`src/rtl/ysyx_25030093_wbu_if.sv`:
```
// Writeback-unit bus: upstream result handshake, register-file write port
// and the retire handshake towards the IFU.
interface ysyx_25030093_wbu_if #(
   parameter int ADDR_WIDTH = 5,
   parameter int DATA_WIDTH = 32
);
   logic                  in_valid;
   logic                  in_ready;
   logic [ADDR_WIDTH-1:0] in_rd;
   logic                  in_rd_wen;
   logic [1:0]            in_sel;
   logic [DATA_WIDTH-1:0] in_alu_res;
   logic [DATA_WIDTH-1:0] in_load_raw;
   logic [DATA_WIDTH-1:0] in_csr_rdata;
   logic [2:0]            in_load_op;
   logic [1:0]            in_addr_lo;
   logic [DATA_WIDTH-1:0] in_pc;
   logic [DATA_WIDTH-1:0] in_next_pc;
   logic                  rf_wen;
   logic [ADDR_WIDTH-1:0] rf_waddr;
   logic [DATA_WIDTH-1:0] rf_wdata;
   logic                  commit_valid;
   logic                  commit_ready;
   logic [DATA_WIDTH-1:0] commit_pc;
   logic [DATA_WIDTH-1:0] commit_next_pc;
   logic [63:0]           retire_cnt;

   modport master (
      output in_valid, in_rd, in_rd_wen, in_sel, in_alu_res, in_load_raw,
             in_csr_rdata, in_load_op, in_addr_lo, in_pc, in_next_pc, commit_ready,
      input  in_ready, rf_wen, rf_waddr, rf_wdata, commit_valid, commit_pc,
             commit_next_pc, retire_cnt
   );

   modport slave (
      input  in_valid, in_rd, in_rd_wen, in_sel, in_alu_res, in_load_raw,
             in_csr_rdata, in_load_op, in_addr_lo, in_pc, in_next_pc, commit_ready,
      output in_ready, rf_wen, rf_waddr, rf_wdata, commit_valid, commit_pc,
             commit_next_pc, retire_cnt
   );
endinterface

```
`src/rtl/ysyx_25030093_wbu.sv`:
```
// Writeback unit: latches one result, writes the register file for one cycle,
// then holds the retire handshake until the IFU takes it.
module ysyx_25030093_wbu #(
   parameter int ADDR_WIDTH = 5,
   parameter int DATA_WIDTH = 32
) (
   input logic                clk,
   input logic                rst,
   ysyx_25030093_wbu_if.slave bus
);
   typedef enum logic [1:0] {
      IDLE        = 2'd0,
      WRITE       = 2'd1,
      WAIT_COMMIT = 2'd2
   } state_t;

   state_t                state_reg, state_next;
   logic [ADDR_WIDTH-1:0] rd_reg;
   logic                  rd_wen_reg;
   logic [1:0]            sel_reg;
   logic [DATA_WIDTH-1:0] alu_reg, load_raw_reg, csr_reg, pc_reg, next_pc_reg;
   logic [2:0]            load_op_reg;
   logic [1:0]            addr_lo_reg;
   logic [63:0]           retire_cnt_reg;

   logic                  in_ready, rf_wen, commit_valid, accept, commit_fire;
   logic [7:0]            load_byte;
   logic [15:0]           load_half;
   logic [DATA_WIDTH-1:0] load_data, wdata;

   always_comb begin
      state_next   = state_reg;
      in_ready     = 1'b0;
      rf_wen       = 1'b0;
      commit_valid = 1'b0;
      case (state_reg)
         IDLE: begin
            in_ready = 1'b1;
            if (bus.in_valid) state_next = WRITE;
         end
         WRITE: begin
            // x0 is hard-wired; the instruction still retires.
            rf_wen       = rd_wen_reg & (rd_reg != '0);
            commit_valid = 1'b1;
            state_next   = bus.commit_ready ? IDLE : WAIT_COMMIT;
         end
         WAIT_COMMIT: begin
            commit_valid = 1'b1;
            if (bus.commit_ready) state_next = IDLE;
         end
         default: state_next = IDLE;
      endcase
   end

   assign accept      = bus.in_valid & in_ready;
   assign commit_fire = commit_valid & bus.commit_ready;

   always_ff @(posedge clk) begin
      if (rst) begin
         state_reg      <= IDLE;
         rd_reg         <= '0;
         rd_wen_reg     <= 1'b0;
         sel_reg        <= 2'b00;
         alu_reg        <= '0;
         load_raw_reg   <= '0;
         csr_reg        <= '0;
         pc_reg         <= '0;
         next_pc_reg    <= '0;
         load_op_reg    <= 3'b000;
         addr_lo_reg    <= 2'b00;
         retire_cnt_reg <= 64'd0;
      end else begin
         state_reg <= state_next;
         if (accept) begin
            rd_reg       <= bus.in_rd;
            rd_wen_reg   <= bus.in_rd_wen;
            sel_reg      <= bus.in_sel;
            alu_reg      <= bus.in_alu_res;
            load_raw_reg <= bus.in_load_raw;
            csr_reg      <= bus.in_csr_rdata;
            pc_reg       <= bus.in_pc;
            next_pc_reg  <= bus.in_next_pc;
            load_op_reg  <= bus.in_load_op;
            addr_lo_reg  <= bus.in_addr_lo;
         end
         if (commit_fire) retire_cnt_reg <= retire_cnt_reg + 64'd1;
      end
   end

   // Alignment is not checked: halves ignore addr_lo[0], words ignore addr_lo.
   always_comb begin
      load_byte = load_raw_reg[7:0];
      case (addr_lo_reg)
         2'd0: load_byte = load_raw_reg[7:0];
         2'd1: load_byte = load_raw_reg[15:8];
         2'd2: load_byte = load_raw_reg[23:16];
         2'd3: load_byte = load_raw_reg[31:24];
         default: load_byte = load_raw_reg[7:0];
      endcase
      load_half = addr_lo_reg[1] ? load_raw_reg[31:16] : load_raw_reg[15:0];
      case (load_op_reg)
         3'b000:  load_data = {{(DATA_WIDTH-8){load_byte[7]}}, load_byte};
         3'b100:  load_data = {{(DATA_WIDTH-8){1'b0}}, load_byte};
         3'b001:  load_data = {{(DATA_WIDTH-16){load_half[15]}}, load_half};
         3'b101:  load_data = {{(DATA_WIDTH-16){1'b0}}, load_half};
         default: load_data = load_raw_reg;
      endcase
   end

   always_comb begin
      wdata = alu_reg;
      case (sel_reg)
         2'b00: wdata = alu_reg;
         2'b01: wdata = load_data;
         2'b10: wdata = pc_reg + DATA_WIDTH'(4);
         2'b11: wdata = csr_reg;
         default: wdata = alu_reg;
      endcase
   end

   assign bus.in_ready       = in_ready;
   assign bus.rf_wen         = rf_wen;
   assign bus.rf_waddr       = rd_reg;
   assign bus.rf_wdata       = wdata;
   assign bus.commit_valid   = commit_valid;
   assign bus.commit_pc      = pc_reg;
   assign bus.commit_next_pc = next_pc_reg;
   assign bus.retire_cnt     = retire_cnt_reg;
endmodule

```
`src/flat_wrapper.sv`:
```
// flat-port wrapper written by rule: the top's interface ports become plain ports
module ysyx_25030093_wbu_flat 
#(
   parameter int ADDR_WIDTH = 5,
   parameter int DATA_WIDTH = 32
)
  (clk, rst, bus_in_valid, bus_in_rd, bus_in_rd_wen, bus_in_sel, bus_in_alu_res, bus_in_load_raw, bus_in_csr_rdata, bus_in_load_op, bus_in_addr_lo, bus_in_pc, bus_in_next_pc, bus_commit_ready, bus_in_ready, bus_rf_wen, bus_rf_waddr, bus_rf_wdata, bus_commit_valid, bus_commit_pc, bus_commit_next_pc, bus_retire_cnt);
  ysyx_25030093_wbu_if #(.ADDR_WIDTH(ADDR_WIDTH), .DATA_WIDTH(DATA_WIDTH)) bus_i ();
  input logic clk;
  input logic rst;
  input wire logic [$bits(bus_i.in_valid)-1:0] bus_in_valid;
  input wire logic [$bits(bus_i.in_rd)-1:0] bus_in_rd;
  input wire logic [$bits(bus_i.in_rd_wen)-1:0] bus_in_rd_wen;
  input wire logic [$bits(bus_i.in_sel)-1:0] bus_in_sel;
  input wire logic [$bits(bus_i.in_alu_res)-1:0] bus_in_alu_res;
  input wire logic [$bits(bus_i.in_load_raw)-1:0] bus_in_load_raw;
  input wire logic [$bits(bus_i.in_csr_rdata)-1:0] bus_in_csr_rdata;
  input wire logic [$bits(bus_i.in_load_op)-1:0] bus_in_load_op;
  input wire logic [$bits(bus_i.in_addr_lo)-1:0] bus_in_addr_lo;
  input wire logic [$bits(bus_i.in_pc)-1:0] bus_in_pc;
  input wire logic [$bits(bus_i.in_next_pc)-1:0] bus_in_next_pc;
  input wire logic [$bits(bus_i.commit_ready)-1:0] bus_commit_ready;
  output wire logic [$bits(bus_i.in_ready)-1:0] bus_in_ready;
  output wire logic [$bits(bus_i.rf_wen)-1:0] bus_rf_wen;
  output wire logic [$bits(bus_i.rf_waddr)-1:0] bus_rf_waddr;
  output wire logic [$bits(bus_i.rf_wdata)-1:0] bus_rf_wdata;
  output wire logic [$bits(bus_i.commit_valid)-1:0] bus_commit_valid;
  output wire logic [$bits(bus_i.commit_pc)-1:0] bus_commit_pc;
  output wire logic [$bits(bus_i.commit_next_pc)-1:0] bus_commit_next_pc;
  output wire logic [$bits(bus_i.retire_cnt)-1:0] bus_retire_cnt;
  assign bus_i.in_valid = bus_in_valid;
  assign bus_i.in_rd = bus_in_rd;
  assign bus_i.in_rd_wen = bus_in_rd_wen;
  assign bus_i.in_sel = bus_in_sel;
  assign bus_i.in_alu_res = bus_in_alu_res;
  assign bus_i.in_load_raw = bus_in_load_raw;
  assign bus_i.in_csr_rdata = bus_in_csr_rdata;
  assign bus_i.in_load_op = bus_in_load_op;
  assign bus_i.in_addr_lo = bus_in_addr_lo;
  assign bus_i.in_pc = bus_in_pc;
  assign bus_i.in_next_pc = bus_in_next_pc;
  assign bus_i.commit_ready = bus_commit_ready;
  assign bus_in_ready = bus_i.in_ready;
  assign bus_rf_wen = bus_i.rf_wen;
  assign bus_rf_waddr = bus_i.rf_waddr;
  assign bus_rf_wdata = bus_i.rf_wdata;
  assign bus_commit_valid = bus_i.commit_valid;
  assign bus_commit_pc = bus_i.commit_pc;
  assign bus_commit_next_pc = bus_i.commit_next_pc;
  assign bus_retire_cnt = bus_i.retire_cnt;
  ysyx_25030093_wbu #(.ADDR_WIDTH(ADDR_WIDTH), .DATA_WIDTH(DATA_WIDTH)) u_core (.clk(clk), .rst(rst), .bus(bus_i));
endmodule
```
`config.mk`:
```
export PLATFORM = sky130hd
export DESIGN_NAME = ysyx_25030093_wbu_flat
export DESIGN_NICKNAME = d
export VERILOG_FILES = /design/src/rtl/ysyx_25030093_wbu_if.sv /design/src/rtl/ysyx_25030093_wbu.sv /design/src/flat_wrapper.sv
export SDC_FILE = /design/constraint.sdc
export NUM_CORES = 1
export LEC_CHECK = 0
export CAP_MARGIN = 20
export CORE_UTILIZATION = 40
export DETAILED_ROUTE_END_ITERATION = 8
export PLACE_DENSITY = 0.76
export SYNTH_ARGS = -nofsm -noshare
export SYNTH_HDL_FRONTEND = slang
export SYNTH_SLANG_ARGS = --single-unit
```
`constraint.sdc`:
```
create_clock -name clk -period 3.85 [get_ports clk]
set_input_delay 0.385 -clock clk [delete_from_list [all_inputs] [get_ports clk]]
set_output_delay 0.385 -clock clk [all_outputs]
set_load 0.02 [all_outputs]
```
Word-level counts from Yosys, hierarchy flattened
Index checks and enable logic that the tools add are counted.
{"block": "op_classes", "mux": 11, "n_bitwise": 3, "n_reduce_logical": 7, "eq_ne": 13, "addsub": 2}
{"cell": "$pmux 32 s4", "count": 2}
{"cell": "$add 64x1->64 const B", "count": 1}
{"cell": "$add 32x3->32 const B", "count": 1}
{"cell": "$pmux 8 s4", "count": 1}
{"cell": "$mux 16", "count": 1}
{"cell": "$eq 2x2->1 const B", "count": 5}
{"cell": "$eq 2x1->1 const B", "count": 3}
{"cell": "$eq 3x3->1 const B", "count": 2}
{"cell": "$logic_not 2->1", "count": 3}
{"cell": "$mux 2", "count": 3}
{"cell": "$pmux 2 s3", "count": 1}
{"cell": "$reduce_bool 5->1", "count": 1}
{"cell": "$ne 2x2->1 const B", "count": 2}
{"cell": "$and 1x1->1", "count": 3}
{"cell": "$eq 3x1->1 const B", "count": 1}
{"cell": "$logic_not 3->1", "count": 1}
{"cell": "$mux 1", "count": 3}
{"cell": "$reduce_and 2->1", "count": 1}
{"cell": "$reduce_or 2->1", "count": 1}
{"block": "word_totals", "word_cells": 48, "output_inout_bits": 168, "input_bits": 177, "reg_bits": 239}

Logic depth before layout (Yosys ltp)
{"block": "depth", "ltp_word": 4, "depth_mapped": 9, "depth_no_buf": 7}

Least setup slack after synthesis
OpenSTA, ideal clock, no wires.
{"block": "synth_timing", "kind": "register to output", "startpoint": "register u_core.pc_reg[4], in the netlist u_core.bus.commit_pc[4]", "endpoint": "output port bus_rf_wdata[21]", "slack_ns": 1.235, "t_arrival_ns": 2.230, "stages_incl_launch_ff": 7, "cell_sequence": "dfxtp_1 -> nand3_1 -> or3_1 -> buf_2 -> or3_1 -> xnor2_1 -> mux4_2"}
{"block": "synth_between", "elab_chain_len": 2}
{"item": "start, declared", "line_no": "ysyx_25030093_wbu.sv:21", "source": "logic [DATA_WIDTH-1:0] alu_reg, load_raw_reg, csr_reg, pc_reg, next_pc_reg;"}
{"item": "start signal, assigned", "line_no": "ysyx_25030093_wbu.sv:81", "source": "pc_reg <= bus.in_pc;"}
{"item": "$add 32x3->32", "line_no": "ysyx_25030093_wbu.sv:115", "source": "2'b10: wdata = pc_reg + DATA_WIDTH'(4);"}
{"item": "$pmux 32 s4", "line_no": "ysyx_25030093_wbu.sv:112", "source": "case (sel_reg)"}
{"item": "end, declared", "line_no": "flat_wrapper.sv:26", "source": "output wire logic [$bits(bus_i.rf_wdata)-1:0] bus_rf_wdata;"}
No other way between the ends.

Worst setup path after layout
{"block": "layout_timing", "startpoint": "register u_core.addr_lo_reg[1]", "endpoint": "output port bus_rf_wdata[26]"}
{"block": "layout_between", "elab_chain_len": 4, "word_cells_on_any_way": 8}
{"item": "start, declared", "line_no": "ysyx_25030093_wbu.sv:23", "source": "logic [1:0] addr_lo_reg;"}
{"item": "start signal, assigned", "line_no": "ysyx_25030093_wbu.sv:84", "source": "addr_lo_reg <= bus.in_addr_lo;"}
{"item": "$eq 2x2->1 (tied with other cells)", "line_no": "ysyx_25030093_wbu.sv:93", "source": "case (addr_lo_reg)"}
{"item": "$pmux 8 s4", "line_no": "ysyx_25030093_wbu.sv:93"}
{"item": "$pmux 32 s4 *", "line_no": "ysyx_25030093_wbu.sv:101", "source": "case (load_op_reg)"}
{"item": "$pmux 32 s4 *", "line_no": "ysyx_25030093_wbu.sv:112"}
Every way passes the cells marked *; elsewhere a longest branch is shown, timed or not.

==> flow_summary.json <==
{
  "syn2layout_area_growth_pct": 41.36,
  "synth_cells": 1443,
  "fin_nets": 1925,
  "status": "finished, final reports clean",
  "clock_skew_ns": 0.01217,
  "avgSynthCellArea_um2": 7.662,
  "die_w_um": 168.3,
  "ys.warnings.count": 0,
  "r2r_slack_ns": 1.06,
  "path_depth": 6,
  "fmax_ghz": 0.2691,
  "finalMaxSlewViolations": 0,
  "cts_tree": "done",
  "hold_buffers": 0,
  "arrival_ns": 3.33,
  "critical_path_required_ns": 3.46,
  "cp.buffers_inverters": 2,
  "antenna_found_initial": 5,
  "grt_pass1_vias": 10800,
  "relSlewSlack_pct": 48.05,
  "p_per_area_mw_per_mm2": 407.9,
  "async_reset_ff_share_pct": 0,
  "drc_errors": 0,
  "grt_use_total_pct": 27.40,
  "power_leakage_nw": 5.480,
  "vias": 11650,
  "synth.cell_area_mm2": 0.01106,
  "totalWireLength_um": 40230,
  "hold_violations": 0,
  "synth_top_cell_by_area": "dfxtp_1",
  "dr.pass1.iters": 5,
  "finalCritPeriodShare_pct": 96.51,
  "cpPeakStageDelay_ns": 0.82,
  "synth_top_flop_cell": "dfxtp_1",
  "largest_reg_flops": 64,
  "cts_max_level": 1,
  "avgRoutedWirePerCell_um": 19.11,
  "worstPathCellList": "mux2_2 -> o2111ai_1 -> buf_4 -> nand2_1 -> mux4_2 -> clkdlybuf4s50_1",
  "power_mw": 6.375,
  "drt_iter0_drc": 1047,
  "overflow": 0,
  "hpwlAfterDp_um": 29530,
  "grt_start_max_net_pins": 85,
  "cts.path.max_buffers": 3,
  "antenna_left": 0,
  "worstSetupPathType": "register to primary output",
  "end_kind": "primary output",
  "ys_seq_elements": 239,
  "r2r_start": "u_core.state_reg[0]",
  "clk_pin_slew_ns": 0.06,
  "synth.top_cell.area_share_pct": 43.27,
  "die_h_um": 168.3,
  "rows": 60,
  "cp_top_family": "multiplexers",
  "drv_cap": 0,
  "worstHoldPathType": "primary input to register",
  "cts_root_buf": "clkbuf_16",
  "start_util_pct": 40.91,
  "synthTopCellsByArea": "dfxtp_1 43%, nand2_1 14%, a21oi_1 10%",
  "synth_edf_count": 0,
  "finalSetupViolations": 0,
  "worst_r2r_endpoint": "u_core.bus.retire_cnt[57]",
  "synth.net_count": 1625,
  "clk_latency_ns": 0.55,
  "tns_ns": 0,
  "synth-seq-area-share_pct": 43.27,
  "synth_cell_types": 64,
  "worst_slew_pin_slew_ns": 0.7782,
  "dieArea_mm2": 0.02831,
  "cts.sinks": 239,
  "coreArea_mm2": 0.02703,
  "period_needed_ns": 3.716,
  "filler_cell_count": 2489,
  "grt_pass1_wl_um": 61240,
  "worstSetupStartpoint": "u_core.addr_lo_reg[1]",
  "viasPerCell": 5.534,
  "gp_congestion": 1.001,
  "rsz0062_at_grt": "no",
  "io_pins": 345,
  "reg2reg_depth": 7,
  "cp_max_fo": 23,
  "ir_worst_vdd_mv": 0.3370,
  "cts_made_buffers": 28,
  "cp-start-kind": "register",
  "critPathCapture": "bus_rf_wdata[26]",
  "drive_gt1_share_pct": 5.170,
  "port_buffers": 344,
  "cp_slowest_cell": "dfxtp_1"
}
repair_timing:
action,4_1_cts,5_1_grt
setup buffers,0,2
setup endpoints to repair,0,4
gates resized for setup,0,2
stage by stage:
stage	utilization (%)	instance area, µm²	cells	hold slack, ns	setup slack, ns
global placement	54.50	14730	2052	0.4388	0.6790
global route	57.83	15630	2105	0.3463	0.02572
CTS	57.69	15590	2099	0.3150	0.04354
finish	57.83	15630	2105	0.3172	0.1343
floorplan	-	11060	1443	0.4328	1.235
detailed placement	54.50	14730	2052	0.4457	0.6337
kinds of logic after synthesis:
logic type	share of synthesized area, %
muxes	1.912
xor gates and xnor gates	4.753
DFF	43.27
buffers and inverters	4.345
and+or+nand+nor	27.14
adders and majority gates	0.5658
AOI/OAI and AO/OA	18.02
final cells by class:
| type | count | area, µm² | area share [%] |
|---|---|---|---|
| antenna | 4 | 10.01 | 0.06404 |
| tap | 341 | 426.7 | 2.730 |
| multi-input combinational | 1084 | 5814 | 37.20 |
| sequential | 239 | 4785 | 30.61 |
| inverter | 22 | 82.58 | 0.5283 |
| clock inverter | 4 | 35.03 | 0.2241 |
| clock buffer | 43 | 827.0 | 5.291 |
| timing repair buffer | 368 | 3650 | 23.35 |
per-layer routing:
layer | vias up | GRT usage, % | routed length (µm)
li1 | 5599 | - | -
met4 | 2 | 11.78 | 1665
met5 | - | 0 | 17
met3 | 98 | 5.924 | 3228
met2 | 497 | 42.74 | 17960
met1 | 5453 | 36.45 | 17360
cells in the mapped netlist, types with 8 or more instances:
| cell | count |
|---|---|
| nand2b_1 | 8 |
| xor2_1 | 32 |
| nand4_1 | 33 |
| nor2_1 | 59 |
| o22ai_1 | 11 |
| xnor2_1 | 28 |
| a21oi_1 | 229 |
| o21ai_0 | 35 |
| a221o_1 | 12 |
| or3_1 | 19 |
| nand2_1 | 418 |
| nor3_1 | 10 |
| nor4_1 | 14 |
| nand3_1 | 34 |
| and3_1 | 12 |
| dfxtp_1 | 239 |
| o31ai_1 | 14 |
| clkbuf_1 | 83 |
| and4_1 | 16 |
| inv_1 | 21 |
| or4_1 | 13 |
worst min path at each step:
stage                                             start                            end  slack, ns  cells after the start
after global placement                u_core.csr_reg[7]              u_core.csr_reg[7]       0.44                      2
final                                               rst      u_core.bus.retire_cnt[62]       0.32                      2
after floorplan                      u_core.csr_reg[11]             u_core.csr_reg[11]       0.43                      2
after detailed placement  u_core.bus.commit_next_pc[11]  u_core.bus.commit_next_pc[11]       0.45                      2
after global routing                                rst      u_core.bus.retire_cnt[62]       0.35                      2
after CTS                                           rst      u_core.bus.retire_cnt[43]       0.31                      2
where the power goes:
group | leakage, nW | internal [mW] | switching, mW
sequential | 1.95 | 2.60 | 0.128
combinational | 3.10 | 0.514 | 0.607
clock | 0.424 | 1.47 | 1.06
total | 5.48 | 4.58 | 1.79
placed cells by master (no fill, tap or decap), types with 12 or more instances in the layout:
cell	n
and3_1	12
xnor2_1	28
xor2_1	32
a221o_1	12
clkbuf_16	28
nor4_1	12
o31ai_1	14
or3_1	19
nand2_1	417
a21oi_1	229
and4_1	16
nand4_1	33
or4_1	13
inv_1	21
nand3_1	34
buf_4	22
clkdlybuf4s50_1	343
o21ai_0	35
nor2_1	59
dfxtp_1	239
(Power assumes the default switching activity.)
